**config.mk**
```make
export PLATFORM = sky130hd
export DESIGN_NAME = adder_error_sweeper
export DESIGN_NICKNAME = d
export VERILOG_FILES = /design/src/rtl/adder_error_sweeper.sv
export SDC_FILE = /design/constraint.sdc
export NUM_CORES = 1
export LEC_CHECK = 0
export ABC_AREA = 1
export BUFFER_PORTS_ARGS = -buffer_cell sky130_fd_sc_hd__buf_2
export CORE_MARGIN = 8
export CORE_UTILIZATION = 55
export CTS_BUF_LIST = sky130_fd_sc_hd__clkbuf_4 sky130_fd_sc_hd__clkbuf_8 sky130_fd_sc_hd__clkbuf_16
export CTS_CLUSTER_DIAMETER = 100
export DETAILED_ROUTE_END_ITERATION = 10
export GPL_TIMING_DRIVEN = 0
export PLACE_DENSITY = 0.84
export SYNTH_ARGS = -nofsm -noshare
export SYNTH_HDL_FRONTEND = slang
export SYNTH_SLANG_ARGS = --single-unit
```
**constraint.sdc**
```tcl
create_clock -name clk -period 7 [get_ports clk]
set_input_delay 0 -clock clk [delete_from_list [all_inputs] [get_ports clk]]
set_output_delay 0 -clock clk [all_outputs]
set_load 0.02 [all_outputs]
```
**src/rtl/adder_error_sweeper.sv**
```systemverilog
// Sweeps every {op_a, op_b} pair through an external exact/approximate adder
// pair and accumulates vector count, error count, error sum and maximum error.
module adder_error_sweeper #(
    parameter int WIDTH = 8
) (
    input  logic               clk,
    input  logic               rst,
    input  logic               start,
    input  logic               abort,
    output logic [WIDTH-1:0]   op_a,
    output logic [WIDTH-1:0]   op_b,
    input  logic [WIDTH:0]     sum_exact,
    input  logic [WIDTH:0]     sum_approx,
    output logic               busy,
    output logic               done,
    output logic [2*WIDTH:0]   vec_count,
    output logic [2*WIDTH:0]   err_count,
    output logic [3*WIDTH:0]   err_sum,
    output logic [WIDTH:0]     max_err,
    output logic [1:0]         dbg_state
);

    localparam int VW = 2 * WIDTH;

    // Control handshake: start is a level sampled only in IDLE/DONE and only
    // when abort is low; abort is sampled only in RUN/DRAIN and wins over
    // every other transition on the same edge. No backpressure exists.
    typedef enum logic [1:0] {
        S_IDLE  = 2'd0,
        S_RUN   = 2'd1,
        S_DRAIN = 2'd2,
        S_DONE  = 2'd3
    } state_t;

    state_t           state;
    state_t           state_nxt;
    logic [VW-1:0]    vec_idx;
    logic             last_vec;
    logic             kick;
    logic             capture;
    logic [WIDTH:0]   diff_now;
    logic             valid1;
    logic [WIDTH:0]   diff1;

    assign op_a      = vec_idx[VW-1:WIDTH];
    assign op_b      = vec_idx[WIDTH-1:0];
    assign last_vec  = &vec_idx;
    assign busy      = (state == S_RUN) || (state == S_DRAIN);
    assign done      = (state == S_DONE);
    assign dbg_state = state;

    always_comb begin
        if (sum_exact >= sum_approx) begin
            diff_now = sum_exact - sum_approx;
        end else begin
            diff_now = sum_approx - sum_exact;
        end
    end

    always_ff @(posedge clk or posedge rst) begin
        if (rst) begin
            state <= S_IDLE;
        end else begin
            state <= state_nxt;
        end
    end

    always_comb begin
        state_nxt = state;
        kick      = 1'b0;
        capture   = 1'b0;
        case (state)
            S_IDLE, S_DONE: begin
                if (start && !abort) begin
                    state_nxt = S_RUN;
                    kick      = 1'b1;
                end
            end
            S_RUN: begin
                if (abort) begin
                    state_nxt = S_IDLE;
                end else begin
                    capture = 1'b1;
                    if (last_vec) begin
                        state_nxt = S_DRAIN;
                    end
                end
            end
            S_DRAIN: begin
                // Leave once stage 2 has retired the final vector.
                if (abort) begin
                    state_nxt = S_IDLE;
                end else if (!valid1) begin
                    state_nxt = S_DONE;
                end
            end
            default: begin
                state_nxt = S_IDLE;
            end
        endcase
    end

    // Operand counter: the final vector's operands stay applied through DRAIN/DONE.
    always_ff @(posedge clk or posedge rst) begin
        if (rst) begin
            vec_idx <= '0;
        end else if (kick) begin
            vec_idx <= '0;
        end else if (capture && !last_vec) begin
            vec_idx <= vec_idx + {{(VW-1){1'b0}}, 1'b1};
        end
    end

    always_ff @(posedge clk or posedge rst) begin
        if (rst) begin
            valid1 <= 1'b0;
            diff1  <= '0;
        end else begin
            valid1 <= capture;
            if (capture) begin
                diff1 <= diff_now;
            end
        end
    end

    always_ff @(posedge clk or posedge rst) begin
        if (rst) begin
            vec_count <= '0;
            err_count <= '0;
            err_sum   <= '0;
            max_err   <= '0;
        end else if (kick) begin
            vec_count <= '0;
            err_count <= '0;
            err_sum   <= '0;
            max_err   <= '0;
        end else if (valid1) begin
            vec_count <= vec_count + {{VW{1'b0}}, 1'b1};
            err_count <= err_count + {{VW{1'b0}}, (diff1 != '0)};
            err_sum   <= err_sum + {{VW{1'b0}}, diff1};
            if (diff1 > max_err) begin
                max_err <= diff1;
            end
        end
    end

endmodule
```
==> flow_summary.toml, run 1 <==
[worst_setup_path]
worstPathCellList = "inv_1 -> ha_1 -> nand3_2 -> clkinv_1 -> nor2_8 -> inv_4 -> buf_6 -> nand2_1 -> nand2_1"
cp.arrival_ns = 2.35
worstPathMaxFanout = 10
cp_common_cell = "nand2_1"
crit_type = "reg2reg"
max_stage_delay_ns = 0.42
startpoint_type = "flop"
required_ns = 7.24
ff2ff_path_depth = 9
critPathBufInv = 4
crit_family = "buffers and inverters"
slowest_stage = "dfrtp_1"
cp_num_cells = 9
cp-end-kind = "flop"

[clock_tree]
root_buffer = "clkbuf_16"
htreeDepth = 3
cts_tree = "built"
numCtsBuffers = 9
clock_sinks = 96
insertion_delay_ns = 0.35
ctsLongestPathBuffers = 2
clk_pin_slew_ns = 0.07
ctsResizeCount = 0

[synthesis]
avgSynthCellArea_um2 = 6.86
synthArstFlopShare_pct = 100
ys_ff_latch = 96
yosysSeqAreaShare_pct = 35.3
netlist_area_mm2 = 0.00681
synth_cell_types = 41
synth_cells = 993
synth_edf_count = 0
syn_nets = 1060
synth_flop_cell = "dfrtp_1"
ys.warnings.count = 0

[place]
port-buffer-count = 109
gp_congestion = 0.926
hpwl_um = 14000
dp_slack_ns = 4.91

[finish]
fin_nets = 1182
fillers = 1096
syn_to_final_growth_pct = 16.0
n_antenna_cell = 0
drive_above_1_share_pct = 14.6

[detailed_routing]
route.met3.wl_um = 900
via_count = 6900
wl_um = 18200
drtAntennaViolNets = 0
top_layer_used = "met4"
wl_met2_um = 8730
drt-pass1-iter-count = 7
viasPerCell = 5.36
post-route-drc-count = 0
dr.first_iter.drc_count = 642
m1WireLength_um = 7900
wl_per_cell_um = 14.1

[floorplanning]
initial_core_util_pct = 56.5
rows = 40
die_y_um = 127
die_area_mm2 = 0.0162
dieWidth_um = 127
core-area_mm2 = 0.0121
ios = 110

[global_routing]
grt_pass1_vias = 6483
grt_max_degree = 73
antenna_found_initial = 0
grt_usage_pct = 22.6
overflow = 0
grt_first_pass_wirelength_um = 30200

[worst_hold_path]
hold_depth = 3
hold_class = "in2reg"

[sta]
maxSlewHeadroom_pct = 55.8
fin_skew_ns = 0.0118
fin_tns_setup_ns = 0
finalHoldViolCount = 0
setup_ws_ns = 4.89
fin_crit_ns = 2.11
fmax_mhz = 475
tightest_slew_ns = 0.663
slew_viol_final = 0
period_share_pct = 30.1
rsz0062_at_grt = "false"
setup_viol = 0

[outcome]
status = "finished clean"

[power_and_ir_drop]
p_leak_uw = 0.00439
peakVddDrop_mv = 0.147
powerDensity_mw_per_mm2 = 298

[flow_run]
maxCapViolations = 0
==> stage by stage <==
step	utilization [%]	hold slack (ns)	cells	total power [µW]	area [µm²]
3_5_place_dp	63.0	0.000102	1271	1860	7590
3_3_place_gp	62.7	0.390	1270	1830	7560
6_report	65.5	0.0423	1288	2350	7900
5_1_grt	65.5	0.0657	1288	2510	7900
4_1_cts	65.5	0.0472	1288	2350	7900
2_1_floorplan	-	0.233	993	1530	6810
==> Yosys cell counts (all sizes together) (9+ instances only) <==
cell / n / share of area [%]
nand2: 310 / 17
inv: 141 / 7.8
nor2: 112 / 6.7
dfrtp: 96 / 35
nand3: 88 / 6.5
a21oi: 45 / 3.3
ha: 42 / 7.7
o21ai: 37 / 3.1
nor3: 30 / 2.3
nand4: 24 / 2.3
xor2: 15 / 1.9
buf: 9 / 1.0
clkbuf: 9 / 0.50
==> path summary, 6_finish.rpt <==
path | startpoint | end | slack [ns]
min reg2reg | err_sum[6] | err_sum[6] | 0.52
min in group asynchronous | rst | err_sum[6] | 0.17
max in group asynchronous | rst | vec_idx[6] | 6.16
max | dbg_state[0] | vec_idx[10] | 4.89
min | sum_approx[0] | diff1[0] | 0.04
max reg2reg | dbg_state[0] | vec_idx[10] | 4.89
==> where the power goes <==
| part | internal (µW) | switching [µW] |
|---|---|---|
| combinational | 345 | 711 |
| sequential | 661 | 144 |
| clock | 278 | 210 |
| total | 1280 | 1070 |
==> what timing repair did <==
| item | in CTS | in global routing |
|---|---|---|
| endpoints found under the hold margin | 24 | 0 |
| hold buffers | 1 | 0 |
| buffers inserted | 0 | 0 |
==> registers in the layout, indices dropped and copies added, names as in the netlist <==
name / flops
max_err: 9
vec_idx: 16
err_sum: 25
vec_count: 17
diff1: 9
err_count: 17
valid1: 1
dbg_state: 2
==> routing by layer <==
| layer | up-vias | track usage [%] |
|---|---|---|
| met5 | - | 0 |
| met4 | 0 | 11.1 |
| met3 | 48 | 2.79 |
| met2 | 236 | 39.0 |
| met1 | 3193 | 27.4 |
| li1 | 3423 | - |
==> final cells by class <==
| cell class | count | area [µm²] | area share, % |
|---|---|---|---|
| Clock buffer | 14 | 282 | 3.56 |
| Tap cell | 168 | 210 | 2.66 |
| Buffer | 18 | 104 | 1.31 |
| Sequential cell | 96 | 2400 | 30.4 |
| Multi-Input combinational cell | 735 | 3760 | 47.6 |
| Timing Repair Buffer | 111 | 583 | 7.38 |
| Clock inverter | 2 | 12.5 | 0.158 |
| Inverter | 144 | 546 | 6.91 |
==> worst min-delay path: cells and delay by family <==
family | cells | cell delay (ns)
buf+inv | 1 | 0.09
fa+ha+maj | 1 | 0.17
compound gates | 1 | 0.09
==> cells by family (layout without fill, tap and decap cells) <==
| group | Yosys count | in the layout | synth area share [%] |
|---|---|---|---|
| compound gates | 97 | 97 | 8.05 |
| flops | 96 | 96 | 35.3 |
| xor+xnor | 17 | 17 | 2.19 |
| simple gates | 576 | 576 | 36.4 |
| buf+inv | 162 | 289 | 9.50 |
| fa+ha+maj | 45 | 45 | 8.60 |
==> cell usage in the layout, fill, tap and decap left out, types with 15 or more instances in the layout <==
cell     instances
ha_1            42
buf_2          114
xor2_1          15
nand2_1        304
dfrtp_1         96
nand3_1         87
a21oi_1         45
o21ai_0         31
inv_1          137
nand4_1         23
nor2_1         106
nor3_1          29
Power figures use the tool's default switching activity.
==> inputs of run 2 (changes only) <==
- clock period: 7 -> 2.19 ns (I/O delays scaled with it)
==> flow_summary.toml, run 2 (synthesis results as in run 1) <==
[outcome]
status = "finished clean"

[worst_setup_path]
ff2ff_path_depth = 9
reg2reg_to = "err_count[10]"
worstPathMaxFanout = 10
required_ns = 2.48
slowest_stage = "dfrtp_1"
r2r_start = "dbg_state[0]"
cp-end-kind = "flop"
reg2reg_slack_ns = 0.06
worstPathCellList = "inv_1 -> ha_1 -> nand3_2 -> buf_6 -> nand2_4 -> inv_2 -> buf_2 -> nor4_1 -> o21a_1"
startpoint_type = "flop"
crit_type = "reg2reg"
max_stage_delay_ns = 0.42
cp.arrival_ns = 2.42

[global_routing]
grt_max_degree = 43
grt_first_pass_wirelength_um = 30000
grt_pass1_vias = 6331
overflow = 0
antenna_found_initial = 0
grt_usage_pct = 22.3

[floorplanning]
ios = 110
die_area_mm2 = 0.0162
core-area_mm2 = 0.0121
initial_core_util_pct = 56.5
dieWidth_um = 127
rows = 40
die_y_um = 127

[sta]
hold_slack_ns = 0.0623
rsz0062_at_grt = "true"
maxSlewHeadroom_pct = 58.0
period_share_pct = 97.3
finalHoldViolCount = 0
setup_viol = 0
fin_skew_ns = 0.00753
setup_ws_ns = 0.0581
tightest_slew_ns = 0.631
fmax_mhz = 469
slew_viol_final = 0
fin_crit_ns = 2.13

[place]
dp_slack_ns = 0.0972
post_dp_cell_area_mm2 = 0.00761
gp_congestion = 0.926
post-place-cells = 1272
port-buffer-count = 109
hpwl_um = 13700

[clock_tree]
htreeDepth = 3
clock_sinks = 96
ctsLongestPathBuffers = 2
clk_pin_slew_ns = 0.07
numCtsBuffers = 9
insertion_delay_ns = 0.35
root_buffer = "clkbuf_16"
cts_tree = "built"

[power_and_ir_drop]
peakVddDrop_mv = 0.480
powerDensity_mw_per_mm2 = 965
power_uw = 7710
p_leak_uw = 0.00440

[detailed_routing]
viasPerCell = 5.35
wl_per_cell_um = 14.0
drt-pass1-iter-count = 6
dr.first_iter.drc_count = 754
via_count = 6894
post-route-drc-count = 0
wl_um = 18100
drtAntennaViolNets = 0

[worst_hold_path]
hold_class = "in2reg"
hold_depth = 3
whs_endpoint = "diff1[0]"
hold_path_startpoint = "sum_approx[0]"

[finish]
multiInputGateArea_mm2 = 0.00381
syn_to_final_growth_pct = 17.3
stdcell_area_mm2 = 0.00799
fillers = 1046
n_antenna_cell = 0
fin_nets = 1183
largest_register = "err_sum"
largest_registers = "err_sum (25), err_count (17), vec_count (17)"
final_cells = 1289
most-common-layout-cells = "nand2_1, inv_1, buf_2"
drive_above_1_share_pct = 16.1
regArea_mm2 = 0.00241
final_common_cell = "nand2_1"
largest_reg_flops = 25

[flow_run]
maxCapViolations = 0
-- run 2: how the worst max path moves through the flow --
stage	from	end	cells past startpoint
after floorplan	dbg_state[0]	vec_count[11]	10
after global placement	dbg_state[0]	vec_idx[9]	9
after detailed placement	dbg_state[0]	vec_idx[12]	9
after CTS	dbg_state[0]	vec_idx[11]	9
after global routing	dbg_state[0]	vec_count[9]	7
final	dbg_state[0]	err_count[10]	9
-- run 2: stage by stage --
stage                     util [%]  setup TNS (ns)
after floorplan                  -               0
after global placement        62.7               0
after global routing          66.2         -0.0885
final                         66.2               0
after detailed placement      63.1               0
after CTS                     65.7               0
-- run 2: layout make-up --
class                      instances  area share (%)
multi-input combinational        735            47.7
sequential                        96            30.1
timing repair buffer             112            7.46
inverter                         144            6.89
clock buffer                      10            2.99
tap                              168            2.63
buffer                            18            1.33
clock inverter                     6           0.846
-- run 2: power by group --
part	internal, µW	switching, µW
combinational	1140	2330
sequential	2120	481
clock	921	719
-- run 2: repair_timing --
action,CTS,global route
buffers inserted,0,0
hold endpoints to repair,33,0
hold buffers,1,0
gates resized for setup,0,21
endpoints found under the setup margin,0,40
-- run 2: per-layer routing --
layer	share of wire [%]	global-route usage, %	vias to the layer above
met5	0	0	-
met4	2.4	10.3	0
met3	6.6	3.45	43
met2	47	36.8	268
met1	44	28.3	3167
li1	-	-	3416
-- run 2: worst max-delay path: cells and delay by family, from the launching register on --
kind,cells,cell delay [ns]
AO/OA/AOI/OAI,1,0.16
adder cells (fa/ha/maj),1,0.36
buffers and inverters,4,0.59
flip-flops,1,0.42
AND/OR/NAND/NOR,3,0.56
